## config.mk

```make
export PLATFORM = sky130hd
export DESIGN_NAME = icache_dm
export DESIGN_NICKNAME = d
export VERILOG_FILES = /design/src/rtl/icache_dm.sv
export SDC_FILE = /design/constraint.sdc
export NUM_CORES = 2
export LEC_CHECK = 0
export ABC_AREA = 1
export BUFFER_PORTS_ARGS = -buffer_cell sky130_fd_sc_hd__clkbuf_2
export CAP_MARGIN = 20
export CELL_PAD_IN_SITES_DETAIL_PLACEMENT = 1
export CELL_PAD_IN_SITES_GLOBAL_PLACEMENT = 1
export CORE_ASPECT_RATIO = 0.5
export CORE_MARGIN = 5
export CORE_UTILIZATION = 43
export CTS_BUF_LIST = sky130_fd_sc_hd__clkbuf_8 sky130_fd_sc_hd__clkbuf_16
export CTS_CLUSTER_SIZE = 40
export DETAILED_ROUTE_END_ITERATION = 10
export HOLD_SLACK_MARGIN = 0.08
export PLACE_DENSITY_LB_ADDON = 0.25
export SYNTH_ARGS = -nofsm -noshare
export SYNTH_HDL_FRONTEND = slang
export SYNTH_SLANG_ARGS = --single-unit
```

## constraint.sdc

```tcl
create_clock -name clk -period 3.2 [get_ports clk]
set_clock_uncertainty 0.15 [all_clocks]
set_input_delay 0.64 -clock clk [delete_from_list [all_inputs] [get_ports clk]]
set_output_delay 0.64 -clock clk [all_outputs]
set_load 0.005 [all_outputs]
```

## src/rtl/icache_dm.sv

```systemverilog
// -----------------------------------------------------------------------------
// icache_dm -- parametrised direct-mapped instruction cache.
//
// Sits between the fetch stage and a shared, slower backing instruction memory.
// A hit returns the instruction combinationally in the same cycle. A miss
// stalls fetch while a refill FSM (IDLE -> REFILL -> COMMIT) loads a whole line
// over a req/valid handshake.
//
// Ports:
//   clk        clock; all state updates on the rising edge
//   reset      synchronous, active-high reset
//   A          fetch byte address (bits [1:0] ignored)
//   fetch_req  fetch valid this cycle
//   RD         instruction, valid when ready=1
//   ready      hit this cycle (combinational)
//   stall      fetch_req=1 and ready=0; fetch holds A
//   flush      invalidate all lines
//   mem_req    backing-memory word request
//   mem_addr   word-aligned request address (0 when mem_req=0)
//   mem_rdata  returned word
//   mem_valid  mem_rdata valid; one word per pulse
//   hit_count  (ICACHE_STATS_EN only) saturating count of ready cycles
//   miss_count (ICACHE_STATS_EN only) saturating count of refills started
//
// Optional build macro: ICACHE_STATS_EN adds the hit/miss statistics counters.
// -----------------------------------------------------------------------------
module icache_dm #(
    parameter int ADDR_W         = 32,
    parameter int DATA_W         = 32,
    parameter int LINES          = 16,
    parameter int WORDS_PER_LINE = 4
) (
    input  logic              clk,
    input  logic              reset,
    input  logic [ADDR_W-1:0] A,
    input  logic              fetch_req,
    output logic [DATA_W-1:0] RD,
    output logic              ready,
    output logic              stall,
    input  logic              flush,
`ifdef ICACHE_STATS_EN
    output logic [31:0]       hit_count,
    output logic [31:0]       miss_count,
`endif
    output logic              mem_req,
    output logic [ADDR_W-1:0] mem_addr,
    input  logic [DATA_W-1:0] mem_rdata,
    input  logic              mem_valid
);

    localparam int OFF_W = $clog2(WORDS_PER_LINE);
    localparam int IDX_W = $clog2(LINES);
    localparam int TAG_W = ADDR_W - IDX_W - OFF_W - 2;

    localparam logic [OFF_W-1:0] LAST_WORD = OFF_W'(WORDS_PER_LINE - 1);

    localparam logic [1:0] S_IDLE   = 2'd0;
    localparam logic [1:0] S_REFILL = 2'd1;
    localparam logic [1:0] S_COMMIT = 2'd2;

    // Fetch address fields
    logic [OFF_W-1:0] a_off;
    logic [IDX_W-1:0] a_idx;
    logic [TAG_W-1:0] a_tag;
    logic [1:0]       unused_a_lsbs;

    assign a_off         = A[OFF_W+1:2];
    assign a_idx         = A[IDX_W+OFF_W+1:OFF_W+2];
    assign a_tag         = A[ADDR_W-1:ADDR_W-TAG_W];
    assign unused_a_lsbs = A[1:0];

    // Storage
    logic [DATA_W-1:0] data_mem [LINES*WORDS_PER_LINE];
    logic [TAG_W-1:0]  tag_mem  [LINES];
    logic [LINES-1:0]  valid;

    // Refill FSM state
    logic [1:0]        state;
    logic [OFF_W-1:0]  cnt;
    logic [ADDR_W-1:0] line_base;
    logic [IDX_W-1:0]  refill_idx;
    logic              flush_pending;

    logic hit;
    logic start_refill;

    assign hit = fetch_req && (state == S_IDLE) && valid[a_idx] && (tag_mem[a_idx] == a_tag);
    assign start_refill = fetch_req && (state == S_IDLE) && !hit;

    assign ready = hit;
    assign RD    = data_mem[{a_idx, a_off}];
    assign stall = fetch_req && !hit;

    assign mem_req  = (state == S_REFILL);
    // Line base has OFF and byte bits zero, so adding 4*cnt never leaves the line.
    assign mem_addr = mem_req ? (line_base + {{(ADDR_W-OFF_W-2){1'b0}}, cnt, 2'b00}) : '0;

    // NOTE: sequential state uses non-blocking assignments so every register
    // samples the pre-edge values, independent of statement order.
    always_ff @(posedge clk) begin
        if (reset) begin
            state         <= S_IDLE;
            valid         <= '0;
            cnt           <= '0;
            line_base     <= '0;
            refill_idx    <= '0;
            flush_pending <= 1'b0;
        end else begin
            case (state)
                S_IDLE: begin
                    // ready was already judged against the pre-flush valid bits.
                    if (flush) valid <= '0;
                    if (start_refill) begin
                        state      <= S_REFILL;
                        line_base  <= {A[ADDR_W-1:OFF_W+2], {(OFF_W+2){1'b0}}};
                        refill_idx <= a_idx;
                        cnt        <= '0;
                    end
                end
                S_REFILL: begin
                    if (flush) flush_pending <= 1'b1;
                    if (mem_valid) begin
                        cnt <= cnt + OFF_W'(1);
                        if (cnt == LAST_WORD) state <= S_COMMIT;
                    end
                end
                S_COMMIT: begin
                    state <= S_IDLE;
                    // A flush seen during the refill wins over validating the line.
                    if (flush || flush_pending) begin
                        valid         <= '0;
                        flush_pending <= 1'b0;
                    end else begin
                        valid[refill_idx] <= 1'b1;
                    end
                end
                default: state <= S_IDLE;
            endcase
        end
    end

    // NOTE: the data and tag arrays have no reset; the valid bits alone decide
    // whether a line is usable, so the arrays can map onto plain RAM.
    always_ff @(posedge clk) begin
        if (!reset && state == S_REFILL && mem_valid)
            data_mem[{refill_idx, cnt}] <= mem_rdata;
        if (!reset && state == S_COMMIT)
            tag_mem[refill_idx] <= line_base[ADDR_W-1:ADDR_W-TAG_W];
    end

`ifdef ICACHE_STATS_EN
    always_ff @(posedge clk) begin
        if (reset) begin
            hit_count  <= '0;
            miss_count <= '0;
        end else begin
            if (ready && hit_count != '1)         hit_count  <= hit_count + 32'd1;
            if (start_refill && miss_count != '1) miss_count <= miss_count + 32'd1;
        end
    end
`endif

endmodule
```

Word-level counts from Yosys, hierarchy flattened
Memories as Yosys holds them, arrays and structs flattened.
Cells that the tools add are included.
{ "totals": {"regBits": 53, "ramBits": 2432, "inputBits": 69, "output_inout_bits": 67, "elab_cells": 67, "mem_count": 2} }
{ "mem_list": {"columns": ["memory", "depth", "width", "read_ports", "rd_clocked_by_memory_dff", "write_ports", "line", "source"], "rows": [
  ["data_mem", 64, 32, 1, 0, 1, "73", "logic [DATA_W-1:0] data_mem [LINES*WORDS_PER_LINE];"],
  ["tag_mem", 16, 24, 1, 0, 1, "74", "logic [TAG_W-1:0] tag_mem [LINES];"]
]} }
{ "classes": {"add_sub_neg": 2, "n_lt_le_gt_ge": 3, "n_eq_ne": 10, "muxes": 22, "bitwise": 1, "n_reduce_logical": 21} }
{ "ops": {"columns": ["cell", "n"], "rows": [
  ["32-bit by 4-bit adder with 32-bit output", 1],
  ["16-bit 2-to-1 mux", 2],
  ["32-bit 2-to-1 mux", 1],
  ["16-bit case mux with 2 select lines", 1],
  ["24-bit equality test", 1],
  ["16-bit bitwise OR", 1],
  ["4-bit by 5-bit less-than comparator with 1-bit output (second input constant)", 2],
  ["2-bit 2-to-1 mux", 5],
  ["1-bit logical AND", 9],
  ["3-bit AND reduction", 3],
  ["1-bit 2-to-1 mux", 8],
  ["2-bit inequality test (second input constant)", 4],
  ["2-bit case mux with 2 select lines", 2],
  ["2-bit nonzero test", 3],
  ["1-bit binary-select mux with 4-bit select", 1],
  ["1-bit demux with 4-bit select", 1],
  ["2-bit equality test (second input constant)", 2],
  ["4-bit by 1-bit >= comparator with 1-bit output (second input constant)", 1],
  ["2-bit by 1-bit inequality test with 1-bit output (second input constant)", 2],
  ["2-bit AND reduction", 2],
  ["2-bit by 1-bit adder with 2-bit output (second input constant)", 1],
  ["2-bit by 1-bit equality test with 1-bit output (second input constant)", 1],
  ["1-bit zero test", 2],
  ["2-bit zero test", 1],
  ["2 further kinds", 2]
]} }

Logic depth before layout (Yosys ltp)
{ "logic_depth": {"depth_word": 8, "depth_mapped": 21, "ltp_nobuf": 17} }

Worst setup path before layout
Ideal clock, no wire load.
{ "synth_timing": {"path_kind": "input to register", "start": "input reset", "end": "memory tag_mem[0][0] in the netlist's numbering, enable pin", "setup_ns": 0.435, "arrival_ns": 2.801, "required_time_ns": 2.615, "path_slack_ns": -0.186, "cell_stages": 4, "n_path_buf": 1, "path_cell_list": "inv_1 nand2_1 clkbuf_1 nor3_1"} }
{ "synth_between": {"elab_chain_len": 4} }
{ "synth_rtl": {"columns": ["element", "line", "source"], "rows": [
  ["start, declared", "34", "input logic reset,"],
  ["1-bit zero test", "147", "if (!reset && state == S_COMMIT)"],
  ["1-bit logical AND", "147", null],
  ["1-bit 2-to-1 mux", "147", null],
  ["1-bit 2-to-1 mux (not written as such)", "148", "tag_mem[refill_idx] <= line_base[ADDR_W-1:ADDR_W-TAG_W];"],
  ["end, declared", "74", null]
]} }
No other way between the ends.

Final worst setup path
{ "layout_timing": {"start": "input A[3]", "end": "output RD[1]"} }
{ "layout_between": {"elab_chain_len": 1} }
{ "layout_rtl": {"columns": ["element", "line", "source"], "rows": [
  ["start, declared", "35", "input logic [ADDR_W-1:0] A,"],
  ["memory read 64 x 32 bit", null, null],
  ["end, declared", "37", "output logic [DATA_W-1:0] RD,"]
]} }
No other way between the ends.

==> results.md <==
- Outcome: finished, violations left
- Violated checks: setup timing
- # port buffers: 131
- Peak ir drop on the vdd network: 452.6 uV
- Initial Util: 0.4310
- First-pass GRT wire length: 511.1 mm
- CTS sink cnt: 2481
- Crit path required time: 2410 ps
- Yosys reg bits: 2481
- Nets@finish: between 8k and 9k
- Total leakage power: 0.04253 uW
- Share of cells above drive strength 1: 0.2285
- Tmin final: 3652 ps
- Placed cell count: 11.12k
- CP endpoint kind: output pin
- Synth Warn #: 0
- Min-delay worst type: input pin to flip-flop
- FF-to-FF End: data_mem[6][27]$_DFFE_PP_
- Post-Route WL: 367.0 mm
- Remaining global-route overflow: 0
- CP max stage delay: 250 ps
- H-tree Lvls: 4
- R2r setup slk: 440 ps
- Reg2reg path depth: 10
- Initial antenna violation count: 14
- Die Footprint: approximately 240000 sq um
- Slowest CP cell: o21ai_2
- Max Root-Sink Buffers: 4
- Die Ht: roughly 350 um
- Final Non-Filler Cells: 11.81k
- Post-Place Worst Slack: -968.5 ps
- Cells after Synth: 7742
- Final Core Density: 0.5489
- Mapped cell area: 98230 sq um
- Tot Pwr: 70120 uW
- Crit Path Class: input pin to output pin
- Drt pass-1 iters: 5
- Final weighted congestion in routability-driven placement: 0.8334
- R2r startpoint: state[0]$_SDFFE_PP0P_
- Drt drc: 0
- Area Growth Syn to Fin: 27.36%
- Post-DR wirelength/cell: 31.08 um
- Setup violations, final: 35
- Vias: 72.64k
- Vias in the first global route: 72.67k
- DP HPWL: 204.4 mm
- Core Footprint: 227900 sq um
- First DRT Iteration DRCs: about 9.5k
- Slew HR: 0.2461
- Arrival time worst endpoint: roughly 2900 ps
- Fin crit share: 1.141
- Worst setup SP type: input pin
- Crit path buf inv count: 9
- Worst hold path cell count: 3
- Row count: 124
- Crit path max fanout: 6
- Fin area: 125100 sq um
- Max-slew violations: 0
- Reg clk slew, reported paths: 70 ps
- Clock latency at the later pin of the worst-skew pair: 880 ps
- Top Ports: 136
- Worst setup margin: -452.2 ps
- Die Wd: 685.9 um
- ANT nets after route: 0
- Tot GR Track Use: 0.2918
- Placed Area: 110000 sq um
- Least-Margin Pin Slew: 1131 ps
- Synth unique cells: 32
- Max Freq: 273.8 MHz
- Worst path cell trace: buf_16 > buf_12 > clkinv_16 > buf_12 > buf_12 > buf_12 > buf_8 > o21ai_1 > o22ai_1 > o21ai_2 > o32ai_4 > o21ai_4 > o32ai_2 > buf_4 > buf_6
- CP top delay family: buffers and inverters
- RSZ-0062 raised after global routing: yes
- CTS root buf: clkbuf_16
- Vias/cell: around 6.2
- Most frequent CP cell: buf_12
- Post-synthesis sequential area ratio: 0.7535
- Total CTS buffers: 225
- Hold Startpoint: reset
- Avg Inst Size Synth: 12.69 sq um
- Final Hold Fails: 0
- Max-Cap Viols: 0
- Hold Crit Endpoint: valid[4]$_SDFFE_PP0P_
- Largest net degree at the start of global routing: 65
- Power per Cell Area: ~560 nW/um^2
- CTS tree: done
-- cells by family (layout without fill, tap and decap cells) --
logic type      count (synthesis)  count (layout)  share of synthesized area
compound gates               2169            2169                     0.1219
other cells                     1               9                 0.00003818
buf+inv                       723            1756                    0.03037
fa+ha+maj                       1               1                  0.0001274
simple gates                 2367            2367                    0.09404
flops                        2481            2481                     0.7535
-- Yosys cell counts, drive strengths merged --
cell type  count  area [sq um]
nor3          13         65.06
clkbuf       439          1648
or2            1         6.260
nor4           2         12.51
o32ai         41         359.1
a221oi         8         70.07
o211ai        43         322.8
a211oi         8         60.06
dfxtp         49         980.9
nand3        209          1046
nor2        1726          6529
o31ai          1         7.510
a21oi         23         115.1
buf          110         676.9
o22ai        622          3891
inv          166         628.1
ha             1         12.51
o221ai         8         70.07
edfxtp      2432         73030
conb           1         3.750
o21ai       1415          7082
nand4          4         25.02
clkinv         8         30.03
nand2        412          1554
-- metal layers --
metal / wire, um / part of all wire / GRT usage / vias up
met2: 169300 / 0.46 / 0.4604 / 4079
met1: 146700 / 0.40 / 0.4127 / 37420
li1: - / - / - / 30296
met4: 13230 / 0.036 / 0.09377 / 2
met3: 37660 / 0.10 / 0.05266 / 843
met5: 19 / 0.000052 / 0 / -
-- power by group --
group	total, uW	internal [uW]	switching, uW
clock network	27700	15300	12400
registers	35900	35700	123
logic	6560	2540	4020
total	70100	53500	16600
-- stage by stage --
step / setup TNS (ps) / hold slack (ps)
floorplan: -184260 / 300.0
global placement: -15680 / 310.8
detailed placement: -18340 / 323.5
finish: -10900 / 203.2
CTS: -9249 / 140.3
global route: -12300 / 182.7
-- area by class of cell --
type                    count  area (sq um)
fillers                 22187        102800
flip-flops and latches   2481         74010
multi-input cells        4539         24320
repair buffers           1176         14900
clock buffers             234          5822
well taps                3024          3784
clock inverters           170          1455
inverters                 174         745.7
repair inverters            2         46.29
diodes                      7         17.52
-- sequential cells by signal (all words and copies together) (netlist names) --
| name | flops |
|---|---|
| flush_pending | 1 |
| line_base | 25 |
| tag_mem | 384 |
| refill_idx | 3 |
| state | 2 |
| data_mem | 2048 |
| valid | 16 |
| cnt | 2 |
-- layout by cell type (no fill, tap or decap), drive strengths merged, types with 4 or more instances in the layout --
cell | Yosys | layout
edfxtp | 2432 | 2432
nor2 | 1726 | 1726
o21ai | 1415 | 1415
buf | 110 | 1004
o22ai | 622 | 622
nand2 | 412 | 412
clkbuf | 439 | 364
nand3 | 209 | 209
inv | 166 | 205
clkinv | 8 | 108
dfxtp | 49 | 49
o211ai | 43 | 43
o32ai | 41 | 41
dlygate4sd3 | 0 | 30
bufinv | 0 | 27
a21oi | 23 | 23
nor3 | 13 | 13
bufbuf | 0 | 12
a211oi | 8 | 8
a221oi | 8 | 8
o221ai | 8 | 8
diode | 0 | 7
clkinvlp | 0 | 6
nand4 | 4 | 4
-- worst max path at each step --
stage	cells after the start	startpoint	end	slack (ps)
3_5_place_dp	13	A[2]	RD[18]	-970
5_1_grt	15	A[3]	RD[1]	-500
6_report	15	A[3]	RD[1]	-450
2_1_floorplan	8	state[0]$_SDFFE_PP0P_	data_mem[13][0]$_DFFE_PP_	-90
4_1_cts	13	tag_mem[1][16]$_DFFE_PP_	stall	-410
3_3_place_gp	11	A[2]	RD[0]	-870
-- timing repair --
item,in CTS,in global routing
setup buffers,106,103
endpoints found under the setup margin,64,39
pin swaps,155,297
gates resized for setup,572,703
hold buffers,30,0
cloned,53,23
endpoints found under the hold margin,74,0
-- worst register-to-register path: cells and delay by family (launching register included) --
kind,cells,cell delay [ps]
AND/OR/NAND/NOR,6,1090
flip-flops,1,400
buffers and inverters,4,790
(Power assumes the default switching activity.)
